## src/rtl/tlb_pkg.sv

```systemverilog
// Shared defaults and entry-layout helpers for the fetch-stage TLB lookup cache.
// Entries are packed as {valid, present, vpn, pfn} with pfn in the low bits.
package tlb_pkg;

  localparam int DEF_NUM_ENTRIES = 8;
  localparam int DEF_VA_W        = 32;
  localparam int DEF_PAGE_OFF_W  = 12;
  localparam int DEF_PFN_W       = 3;
  localparam int DEF_LIMIT_W     = 20;
  localparam int DEF_LINE_OFF_W  = 5;
  localparam int DEF_CNT_W       = 16;

  function automatic int vpn_width(input int va_w, input int page_off_w);
    return va_w - page_off_w;
  endfunction

  function automatic int ent_vpn_lsb(input int pfn_w);
    return pfn_w;
  endfunction

  function automatic int ent_present_bit(input int vpn_w, input int pfn_w);
    return vpn_w + pfn_w;
  endfunction

  function automatic int ent_valid_bit(input int vpn_w, input int pfn_w);
    return vpn_w + pfn_w + 1;
  endfunction

  function automatic int entry_width(input int vpn_w, input int pfn_w);
    return vpn_w + pfn_w + 2;
  endfunction

endpackage

```

## src/rtl/tlb_lookup_cache_if.sv

```systemverilog
// Lookup request / registered response channel between fetch and the TLB.
interface tlb_lookup_cache_if
  import tlb_pkg::*;
#(
  parameter int VA_W    = DEF_VA_W,
  parameter int LIMIT_W = DEF_LIMIT_W,
  parameter int PFN_W   = DEF_PFN_W
);

  logic               lk_valid;
  logic               lk_ready;
  logic [VA_W-1:0]    lk_vaddr;
  logic [LIMIT_W-1:0] lk_limit;
  logic               rsp_valid;
  logic               rsp_ready;
  logic               rsp_hit;
  logic [PFN_W-1:0]   rsp_pfn;
  logic               rsp_page_fault;
  logic               rsp_prot_exp;

  modport master (
    output lk_valid, lk_vaddr, lk_limit, rsp_ready,
    input  lk_ready, rsp_valid, rsp_hit, rsp_pfn, rsp_page_fault, rsp_prot_exp
  );

  modport slave (
    input  lk_valid, lk_vaddr, lk_limit, rsp_ready,
    output lk_ready, rsp_valid, rsp_hit, rsp_pfn, rsp_page_fault, rsp_prot_exp
  );

endinterface

```

## src/rtl/tlb_match_array.sv

```systemverilog
// Fully-associative VPN comparator array: one-hot hit vector plus the
// lowest-index hit, so duplicate matches still resolve deterministically.
module tlb_match_array #(
  parameter int NUM_ENTRIES = 8,
  parameter int VPN_W       = 20,
  parameter int IDX_W       = 3
) (
  input  logic [NUM_ENTRIES-1:0] entry_valid,
  input  logic [NUM_ENTRIES-1:0] entry_qual,
  input  logic [VPN_W-1:0]       entry_vpn [NUM_ENTRIES],
  input  logic [VPN_W-1:0]       key,
  output logic [NUM_ENTRIES-1:0] hit_vec,
  output logic                   any_hit,
  output logic [IDX_W-1:0]       hit_idx
);

  always_comb begin
    hit_vec = '0;
    hit_idx = '0;
    for (int i = 0; i < NUM_ENTRIES; i++) begin
      hit_vec[i] = entry_valid[i] & entry_qual[i] & (entry_vpn[i] == key);
    end
    for (int i = NUM_ENTRIES - 1; i >= 0; i--) begin
      if (hit_vec[i]) hit_idx = IDX_W'(i);
    end
  end

  assign any_hit = |hit_vec;

endmodule

```

## src/rtl/tlb_lookup_cache.sv

```systemverilog
// Registered fully-associative TLB with in-block fill, invalidate and
// saturating hit/miss counters; one lookup per cycle, one-cycle response.
module tlb_lookup_cache
  import tlb_pkg::*;
#(
  parameter int NUM_ENTRIES = DEF_NUM_ENTRIES,
  parameter int VA_W        = DEF_VA_W,
  parameter int PAGE_OFF_W  = DEF_PAGE_OFF_W,
  parameter int PFN_W       = DEF_PFN_W,
  parameter int LIMIT_W     = DEF_LIMIT_W,
  parameter int LINE_OFF_W  = DEF_LINE_OFF_W,
  parameter int CNT_W       = DEF_CNT_W,
  localparam int VPN_W      = vpn_width(VA_W, PAGE_OFF_W)
) (
  input  logic                 clk,
  input  logic                 rst,
  tlb_lookup_cache_if.slave    lk,
  output logic                 fill_ready,
  input  logic                 fill_valid,
  input  logic [VPN_W-1:0]     fill_vpn,
  input  logic [PFN_W-1:0]     fill_pfn,
  input  logic                 fill_present,
  input  logic                 inv_valid,
  input  logic [VPN_W-1:0]     inv_vpn,
  input  logic                 inv_all,
  input  logic                 cnt_clr,
  output logic [CNT_W-1:0]     hit_cnt,
  output logic [CNT_W-1:0]     miss_cnt
);

  localparam int IDX_W       = (NUM_ENTRIES > 1) ? $clog2(NUM_ENTRIES) : 1;
  localparam int ENTRY_W     = entry_width(VPN_W, PFN_W);
  localparam int VPN_LSB     = ent_vpn_lsb(PFN_W);
  localparam int PRESENT_BIT = ent_present_bit(VPN_W, PFN_W);
  localparam int VALID_BIT   = ent_valid_bit(VPN_W, PFN_W);

  logic [ENTRY_W-1:0]     ent_q [NUM_ENTRIES];
  logic [IDX_W-1:0]       ptr_q;
  logic [NUM_ENTRIES-1:0] valid_vec;
  logic [NUM_ENTRIES-1:0] present_vec;
  logic [VPN_W-1:0]       vpn_vec [NUM_ENTRIES];
  logic [PFN_W-1:0]       pfn_vec [NUM_ENTRIES];

  logic                   lk_any, dd_any;
  logic [IDX_W-1:0]       lk_idx, dd_idx;
  logic [NUM_ENTRIES-1:0] inv_hit_vec;
  logic [NUM_ENTRIES-1:0] lk_hit_vec_unused, dd_hit_vec_unused;
  logic                   inv_any_unused;
  logic [IDX_W-1:0]       inv_idx_unused;

  logic                   free_any;
  logic [IDX_W-1:0]       free_idx;
  logic [IDX_W-1:0]       fill_tgt;
  logic                   fill_adv;
  logic                   fill_fire;
  logic                   lk_accept;
  logic [VA_W-1:0]        line_end;
  logic [VA_W-1:0]        limit_ext;

  logic                   rsp_valid_q, rsp_hit_q, rsp_pf_q, rsp_prot_q;
  logic [PFN_W-1:0]       rsp_pfn_q;
  logic [CNT_W-1:0]       hit_cnt_q, miss_cnt_q;

  always_comb begin
    valid_vec   = '0;
    present_vec = '0;
    for (int i = 0; i < NUM_ENTRIES; i++) begin
      valid_vec[i]   = ent_q[i][VALID_BIT];
      present_vec[i] = ent_q[i][PRESENT_BIT];
      vpn_vec[i]     = ent_q[i][VPN_LSB +: VPN_W];
      pfn_vec[i]     = ent_q[i][0 +: PFN_W];
    end
  end

  // Lookup needs a present translation; fill dedupe and invalidate match any valid VPN.
  tlb_match_array #(.NUM_ENTRIES(NUM_ENTRIES), .VPN_W(VPN_W), .IDX_W(IDX_W)) u_lk_match (
    .entry_valid (valid_vec),
    .entry_qual  (present_vec),
    .entry_vpn   (vpn_vec),
    .key         (lk.lk_vaddr[VA_W-1:PAGE_OFF_W]),
    .hit_vec     (lk_hit_vec_unused),
    .any_hit     (lk_any),
    .hit_idx     (lk_idx)
  );

  tlb_match_array #(.NUM_ENTRIES(NUM_ENTRIES), .VPN_W(VPN_W), .IDX_W(IDX_W)) u_dd_match (
    .entry_valid (valid_vec),
    .entry_qual  ({NUM_ENTRIES{1'b1}}),
    .entry_vpn   (vpn_vec),
    .key         (fill_vpn),
    .hit_vec     (dd_hit_vec_unused),
    .any_hit     (dd_any),
    .hit_idx     (dd_idx)
  );

  tlb_match_array #(.NUM_ENTRIES(NUM_ENTRIES), .VPN_W(VPN_W), .IDX_W(IDX_W)) u_inv_match (
    .entry_valid (valid_vec),
    .entry_qual  ({NUM_ENTRIES{1'b1}}),
    .entry_vpn   (vpn_vec),
    .key         (inv_vpn),
    .hit_vec     (inv_hit_vec),
    .any_hit     (inv_any_unused),
    .hit_idx     (inv_idx_unused)
  );

  always_comb begin
    free_any = ~&valid_vec;
    free_idx = '0;
    for (int i = NUM_ENTRIES - 1; i >= 0; i--) begin
      if (!valid_vec[i]) free_idx = IDX_W'(i);
    end
    fill_tgt = ptr_q;
    fill_adv = 1'b0;
    if (dd_any) begin
      fill_tgt = dd_idx;
    end else if (free_any) begin
      fill_tgt = free_idx;
    end else begin
      fill_adv = 1'b1;
    end
  end

  // A fill racing an invalidate of the same VPN is dropped so the entry ends invalid.
  assign fill_ready = ~inv_all;
  assign fill_fire  = fill_valid & fill_ready & ~(inv_valid & (inv_vpn == fill_vpn));

  assign lk.lk_ready = ~rsp_valid_q | lk.rsp_ready;
  assign lk_accept   = lk.lk_valid & lk.lk_ready;
  assign line_end    = lk.lk_vaddr | VA_W'((64'd1 << LINE_OFF_W) - 64'd1);
  assign limit_ext   = VA_W'(lk.lk_limit);

  always_ff @(posedge clk or posedge rst) begin
    if (rst) begin
      for (int i = 0; i < NUM_ENTRIES; i++) ent_q[i] <= '0;
      ptr_q <= '0;
    end else if (inv_all) begin
      for (int i = 0; i < NUM_ENTRIES; i++) ent_q[i][VALID_BIT] <= 1'b0;
      ptr_q <= '0;
    end else begin
      if (fill_fire) begin
        ent_q[fill_tgt] <= {1'b1, fill_present, fill_vpn, fill_pfn};
        if (fill_adv) ptr_q <= ptr_q + 1'b1;
      end
      if (inv_valid) begin
        for (int i = 0; i < NUM_ENTRIES; i++) begin
          if (inv_hit_vec[i]) ent_q[i][VALID_BIT] <= 1'b0;
        end
      end
    end
  end

  always_ff @(posedge clk or posedge rst) begin
    if (rst) begin
      rsp_valid_q <= 1'b0;
      rsp_hit_q   <= 1'b0;
      rsp_pfn_q   <= '0;
      rsp_pf_q    <= 1'b0;
      rsp_prot_q  <= 1'b0;
    end else if (lk_accept) begin
      rsp_valid_q <= 1'b1;
      rsp_hit_q   <= lk_any;
      rsp_pfn_q   <= lk_any ? pfn_vec[lk_idx] : '0;
      rsp_pf_q    <= ~lk_any;
      rsp_prot_q  <= (line_end > limit_ext);
    end else if (lk.rsp_ready) begin
      rsp_valid_q <= 1'b0;
    end
  end

  always_ff @(posedge clk or posedge rst) begin
    if (rst) begin
      hit_cnt_q  <= '0;
      miss_cnt_q <= '0;
    end else if (cnt_clr) begin
      hit_cnt_q  <= '0;
      miss_cnt_q <= '0;
    end else if (lk_accept) begin
      if (lk_any && !(&hit_cnt_q)) hit_cnt_q <= hit_cnt_q + 1'b1;
      if (!lk_any && !(&miss_cnt_q)) miss_cnt_q <= miss_cnt_q + 1'b1;
    end
  end

  assign lk.rsp_valid      = rsp_valid_q;
  assign lk.rsp_hit        = rsp_hit_q;
  assign lk.rsp_pfn        = rsp_pfn_q;
  assign lk.rsp_page_fault = rsp_pf_q;
  assign lk.rsp_prot_exp   = rsp_prot_q;
  assign hit_cnt           = hit_cnt_q;
  assign miss_cnt          = miss_cnt_q;

endmodule
```

## src/flat_wrapper.sv

```systemverilog
// flat-port wrapper written by rule: the top's interface ports become plain ports
module tlb_lookup_cache_flat import tlb_pkg::*;
#(
  parameter int NUM_ENTRIES = DEF_NUM_ENTRIES,
  parameter int VA_W        = DEF_VA_W,
  parameter int PAGE_OFF_W  = DEF_PAGE_OFF_W,
  parameter int PFN_W       = DEF_PFN_W,
  parameter int LIMIT_W     = DEF_LIMIT_W,
  parameter int LINE_OFF_W  = DEF_LINE_OFF_W,
  parameter int CNT_W       = DEF_CNT_W,
  localparam int VPN_W      = vpn_width(VA_W, PAGE_OFF_W)
)
  (clk, rst, fill_ready, fill_valid, fill_vpn, fill_pfn, fill_present, inv_valid, inv_vpn, inv_all, cnt_clr, hit_cnt, miss_cnt, lk_lk_valid, lk_lk_vaddr, lk_lk_limit, lk_rsp_ready, lk_lk_ready, lk_rsp_valid, lk_rsp_hit, lk_rsp_pfn, lk_rsp_page_fault, lk_rsp_prot_exp);
  tlb_lookup_cache_if #(.VA_W(VA_W), .LIMIT_W(LIMIT_W), .PFN_W(PFN_W)) lk_i ();
  input  logic clk;
  input  logic rst;
  output logic fill_ready;
  input  logic fill_valid;
  input  logic [VPN_W-1:0] fill_vpn;
  input  logic [PFN_W-1:0] fill_pfn;
  input  logic fill_present;
  input  logic inv_valid;
  input  logic [VPN_W-1:0] inv_vpn;
  input  logic inv_all;
  input  logic cnt_clr;
  output logic [CNT_W-1:0] hit_cnt;
  output logic [CNT_W-1:0] miss_cnt;
  input wire logic [$bits(lk_i.lk_valid)-1:0] lk_lk_valid;
  input wire logic [$bits(lk_i.lk_vaddr)-1:0] lk_lk_vaddr;
  input wire logic [$bits(lk_i.lk_limit)-1:0] lk_lk_limit;
  input wire logic [$bits(lk_i.rsp_ready)-1:0] lk_rsp_ready;
  output wire logic [$bits(lk_i.lk_ready)-1:0] lk_lk_ready;
  output wire logic [$bits(lk_i.rsp_valid)-1:0] lk_rsp_valid;
  output wire logic [$bits(lk_i.rsp_hit)-1:0] lk_rsp_hit;
  output wire logic [$bits(lk_i.rsp_pfn)-1:0] lk_rsp_pfn;
  output wire logic [$bits(lk_i.rsp_page_fault)-1:0] lk_rsp_page_fault;
  output wire logic [$bits(lk_i.rsp_prot_exp)-1:0] lk_rsp_prot_exp;
  assign lk_i.lk_valid = lk_lk_valid;
  assign lk_i.lk_vaddr = lk_lk_vaddr;
  assign lk_i.lk_limit = lk_lk_limit;
  assign lk_i.rsp_ready = lk_rsp_ready;
  assign lk_lk_ready = lk_i.lk_ready;
  assign lk_rsp_valid = lk_i.rsp_valid;
  assign lk_rsp_hit = lk_i.rsp_hit;
  assign lk_rsp_pfn = lk_i.rsp_pfn;
  assign lk_rsp_page_fault = lk_i.rsp_page_fault;
  assign lk_rsp_prot_exp = lk_i.rsp_prot_exp;
  tlb_lookup_cache #(.NUM_ENTRIES(NUM_ENTRIES), .VA_W(VA_W), .PAGE_OFF_W(PAGE_OFF_W), .PFN_W(PFN_W), .LIMIT_W(LIMIT_W), .LINE_OFF_W(LINE_OFF_W), .CNT_W(CNT_W)) u_core (.clk(clk), .rst(rst), .lk(lk_i), .fill_ready(fill_ready), .fill_valid(fill_valid), .fill_vpn(fill_vpn), .fill_pfn(fill_pfn), .fill_present(fill_present), .inv_valid(inv_valid), .inv_vpn(inv_vpn), .inv_all(inv_all), .cnt_clr(cnt_clr), .hit_cnt(hit_cnt), .miss_cnt(miss_cnt));
endmodule
```

## config.mk

```make
export PLATFORM = sky130hd
export DESIGN_NAME = tlb_lookup_cache_flat
export DESIGN_NICKNAME = d
export VERILOG_FILES = /design/src/rtl/tlb_pkg.sv /design/src/rtl/tlb_lookup_cache_if.sv /design/src/rtl/tlb_match_array.sv /design/src/rtl/tlb_lookup_cache.sv /design/src/flat_wrapper.sv
export SDC_FILE = /design/constraint.sdc
export NUM_CORES = 1
export LEC_CHECK = 0
export BUFFER_PORTS_ARGS = -buffer_cell sky130_fd_sc_hd__buf_2
export CAP_MARGIN = 25
export CORE_MARGIN = 5
export CORE_UTILIZATION = 38
export CTS_CLUSTER_SIZE = 12
export DETAILED_ROUTE_END_ITERATION = 10
export GPL_TIMING_DRIVEN = 0
export PLACE_DENSITY = 0.52
export SYNTH_ARGS = -nofsm -noshare
export SYNTH_HDL_FRONTEND = slang
export SYNTH_HIERARCHICAL = 1
export SYNTH_SLANG_ARGS = --single-unit
```

## constraint.sdc

```tcl
create_clock -name clk -period 9.1 [get_ports clk]
set_clock_uncertainty 0.1 [all_clocks]
set_input_delay 1.365 -clock clk [delete_from_list [all_inputs] [get_ports clk]]
set_output_delay 1.365 -clock clk [all_outputs]
set_load 0.02 [all_outputs]
```

==> results of run 1 <==
layout by cell type (no fill, tap or decap), drive strengths merged, types with 8 or more instances in the layout:
master,n
xnor2,278
xor2,246
dfrtp,242
buf,221
mux2,192
nand4,108
nor4,83
clkbuf,55
nor2,45
nand2,33
inv,28
nand3,21
a21oi,19
ha,18
nor3,16
conb,16
o21ai,13
clkinv,8
routing by layer:
layer / track usage / vias to the layer above
met2: 0.391 / 574
met3: 0.0408 / 157
met1: 0.374 / 6491
met4: 0.101 / 0
li1: - / 5632
met5: 0 / -
through the flow:
| stage | hold WS, ps | setup TNS (ps) | cell area [sq um] | instances | power, uW |
|---|---|---|---|---|---|
| after CTS | 379 | 0 | 19500 | 2314 | 3130 |
| after detailed placement | 362 | 0 | 18500 | 2259 | 1840 |
| after global placement | 357 | -572950 | 18400 | 2254 | 1820 |
| after global routing | 418 | 0 | 19500 | 2315 | 3230 |
| final | 378 | 0 | 19600 | 2316 | 3120 |
| after floorplan | 364 | 0 | 17100 | 1544 | 1640 |
path summary, 6_finish.rpt:
kind	startpoint	endpoint	slack, ps	cells past startpoint
setup / recovery	fill_vpn[9]	flop	4030	15
hold / removal	u_core/lk.rsp_pfn[2]	u_core/lk.rsp_pfn[2]	380	2
setup reg to reg	flop	flop	4590	14
hold reg to reg	u_core/lk.rsp_pfn[2]	u_core/lk.rsp_pfn[2]	380	2
max in group asynchronous	rst	asynchronous set/reset pin	7270	3
min in group asynchronous	rst	asynchronous set/reset pin	750	2
power groups by stage:
stage / logic (uW) / clock network, uW / registers, uW
CTS: 575 / 1310 / 1250
finish: 585 / 1280 / 1250
detailed placement: 572 / 0 / 1260
global route: 618 / 1350 / 1260
global placement: 561 / 0 / 1260
floorplan: 396 / 0 / 1240
area by class of cell:
class                   instances  area (sq um)  area share
repair buffers                124           666      0.0340
well taps                     592           741      0.0379
plain buffers                 110           753      0.0385
flip-flops and latches        242          6060       0.310
multi-input cells            1164         10200       0.520
clock buffers                  42           877      0.0449
inverters                      28           113     0.00576
diodes                          1          2.50    0.000128
clock inverters                13           175     0.00896
worst max-delay path, delay by kind of cell:
| kind | cells | cell delay, ps |
|---|---|---|
| AOI/OAI and AO/OA | 1 | 360 |
| xor gates and xnor gates | 1 | 140 |
| muxes | 1 | 330 |
| buffers and inverters | 4 | 880 |
| and+or+nand+nor | 8 | 2320 |
==> impl_metrics.yaml, run 1 <==
worst_setup_path:
  required_ps: 9450
  arrival_ps: 5420
  end_kind: "flop"
  cpPeakStageDelay_ps: 860
  worstPathMaxFanout: 10
  crit_slowest_cell: "nor4_1"
  critPathKind: "input pin to flop"
  crit_path_cell_trace: "buf_2, xor2_1, nor4_1, nand4_1, nor4_4, nor4_1, nand2_1, buf_4, and3b_1, a221o_1, nor2_1, and3_1, buf_6, buf_6, mux2_4"
  startpoint_type: "input pin"
detailed_routing:
  wl_met1_um: 29100
  top_layer: "met4"
  drc_errors: 0
  avgViaCountPerCell: 5.55
  routedWlPerCell_um: 28.6
  ant_nets: 0
  wl_met2_um: 28600
  dr.first_iter.drc_count: 1292
  dr.pass1.iters: 7
  met3_length_um: 5540
  wl_um: 66200
  vias: 12900
floorplan:
  start_util: 0.384
  rows: 77
  ios: 145
  die-area_sq_mm: 0.0491
  die_h_um: 222
  core_sq_mm: 0.0443
  die_width_um: 222
timing:
  period_needed_ps: 5070
  hold_violations: 0
  rsz0062_at_grt: "no"
  drv_slew: 0
  fin_crit_sh: 0.557
  max_freq_mhz: 197
  setup_viol: 0
  final.setup.worst_slack_ps: 4030
  tightest_slew_ps: 1040
  slew_headroom: 0.302
run:
  maxCapViolCount: 0
finish:
  area_growth_pct: 14.8
  nNetsFinal: 1822
  num-fill-cells: 4218
  drive_gt1_frac: 0.276
  fin_util: 0.441
clocking:
  root_buffer: "clkbuf_16"
  holdBufCountCts: 0
  clock_sinks: 242
  clk_latency_ps: 590
  cts-buffers-inserted: 30
  post-cts-setup-buffers: 0
  clkTransAtPathRegs_ps: 60
  cts_htree_levels: 1
  cts.path.max_buffers: 3
  cts_resized: 0
  tritoncts: "done"
placement:
  gp_congestion: 0.963
  numPortBuffers: 118
  hpwl_um: 47300
  pre_cts_ws_ps: 3570
grt:
  grt_max_degree: 93
  grt_pass1_wl_um: 94200
  grt.overflow.total: 0
  grt_pass1_vias: 12700
  grt_usage: 0.259
  antenna_found_initial: 0
power:
  p_clk_frac: 0.412
  swShare: 0.299
  power_report.internal_total_uw: 2180
  cellPowerDensity_mw_per_mm2: 159
  comb_power_share: 0.188
  cellLeakagePower_uw: 0.00862
  p_switching_uw: 932
  ir_worst_vdd_uv: 141
  power_frac_seq: 0.400
logic_synthesis:
  syn-cell-area_sq_mm: 0.0170
  yosys_warnings: 6
  syn_inst: 1529
  syn_avg_cell_area_sq_um: 11.1
min_path:
  holdCritPathClass: "flop to flop"
status:
  status: "complete, no violations"
(Power assumes the default switching activity.)
==> run 2, diff against run 1 <==
- PLACE_DENSITY: 0.52 -> 0.54
- clock period: 9.1 -> 4.3 ns (I/O delays scaled with it)
==> impl_metrics.yaml, run 2 (synthesized netlist as in run 1, its figures left out) <==
grt:
  grt_pass1_wl_um: 92500
  grt_usage: 0.256
  grt.overflow.total: 0
  grt_max_degree: 40
  antenna_found_initial: 1
  grt_pass1_vias: 12700
clocking:
  tritoncts: "done"
  clkTransAtPathRegs_ps: 60
  clk_latency_ps: 580
  cts.path.max_buffers: 3
  cts_htree_levels: 1
  root_buffer: "clkbuf_16"
  clock_sinks: 242
  cts-buffers-inserted: 29
  holdBufCountCts: 0
worst_setup_path:
  r2r_slack_ps: 140
  startpoint_type: "input pin"
  critPathKind: "input pin to flop"
  worstRegToRegCells: 14
  end_kind: "flop"
  critPathLaunch: "fill_vpn[10]"
  worstPathMaxFanout: 10
  arrival_ps: 4530
  required_ps: 4650
power:
  power.total_uw: 6530
  comb_power_share: 0.190
  cellLeakagePower_uw: 0.00866
  p_switching_uw: 1950
  ir_worst_vdd_uv: 291
  cellPowerDensity_mw_per_mm2: 332
  p_clk_frac: 0.405
  power_report.internal_total_uw: 4580
  power_frac_seq: 0.405
  swShare: 0.298
timing:
  final.setup.worst_slack_ps: 120
  tightest_slew_ps: 1030
  drv_slew: 0
  period_needed_ps: 4180
  setup_viol: 0
  hold_violations: 0
  max_freq_mhz: 239
  slew_headroom: 0.308
  fin_crit_sh: 0.972
floorplan:
  die_width_um: 222
  core_sq_mm: 0.0443
  die-area_sq_mm: 0.0491
  start_util: 0.384
  ios: 145
  rows: 77
  die_h_um: 222
detailed_routing:
  avgViaCountPerCell: 5.59
  routedWlPerCell_um: 28.3
  dr.first_iter.drc_count: 1308
  wl_um: 65600
  ant_nets: 0
  vias: 13000
  drc_errors: 0
  dr.pass1.iters: 6
finish:
  nNetsFinal: 1827
  area_growth_pct: 15.6
  fin_cells: 2318
  final_cell_mix: "xnor2_1, xor2_1, dfrtp_1"
  multiInputGateArea_sq_mm: 0.0103
  drive_gt1_frac: 0.284
  fin_area_sq_mm: 0.0197
  num-fill-cells: 4206
  antenna_cells: 0
  layout_commonest_cell: "xnor2_1"
  seq_area_sq_mm: 0.00606
status:
  status: "complete, no violations"
placement:
  place_area_sq_mm: 0.0186
  hpwl_um: 47100
  gp_congestion: 0.969
  numPortBuffers: 118
  pre_cts_ws_ps: -598
  place_inst: 2263
min_path:
  holdCritPathClass: "input pin to asynchronous set/reset pin"
run:
  maxCapViolCount: 0
run 2: layout make-up:
cell class              count  share of cell area
well taps                 592              0.0376
plain buffers             110              0.0383
repair buffers            130              0.0386
clock inverters            11             0.00833
multi-input cells        1164               0.521
inverters                  28             0.00553
flip-flops and latches    242               0.308
clock buffers              41              0.0432
run 2: stage by stage:
step / setup TNS [ps] / hold WS [ps] / utilization
floorplan: 0 / 364 / -
detailed placement: -91620 / 364 / 0.419
global route: -0.405 / 66.0 / 0.444
finish: 0 / 47.9 / 0.444
global placement: -454390 / 362 / 0.416
CTS: 0 / 28.3 / 0.442
run 2: worst max-delay path: stages:
cell,delay [ps]
buf_2,390
xor2_1,130
nor4_1,320
nand4_1,360
nor4_4,500
nor4_1,150
nand2_1,100
buf_4,150
and3b_1,210
a221o_1,340
nor2_1,230
and3_1,250
buf_6,160
buf_6,240
mux2_4,330
run 2: how the worst min path moves through the flow:
stage	endpoint	cells after the start
6_report	asynchronous set/reset pin	2
5_1_grt	asynchronous set/reset pin	2
4_1_cts	asynchronous set/reset pin	2
3_5_place_dp	u_core/lk.rsp_page_fault	2
3_3_place_gp	u_core/lk.rsp_page_fault	2
2_1_floorplan	flop	1
run 2: routing by layer:
layer	wire (um)	part of all wire	GRT usage
met1	27100	0.41	0.348
met2	29200	0.45	0.401
met3	6220	0.095	0.0579
met4	3040	0.046	0.100
met5	0	0	0
run 2: power by group through the flow:
stage / Combinational [uW] / Sequential [uW] / Clock (uW)
after floorplan: 839 / 2630 / 0
final: 1240 / 2640 / 2650
after detailed placement: 1200 / 2680 / 0
after global placement: 1160 / 2680 / 0
after global routing: 1310 / 2660 / 2800
after CTS: 1210 / 2640 / 2700
run 2: timing repair:
item / 4_1_cts / 5_1_grt
pin swaps: 0 / 6
buffers inserted: 0 / 2
endpoints found under the setup margin: 93 / 163
gates resized for setup: 2 / 11
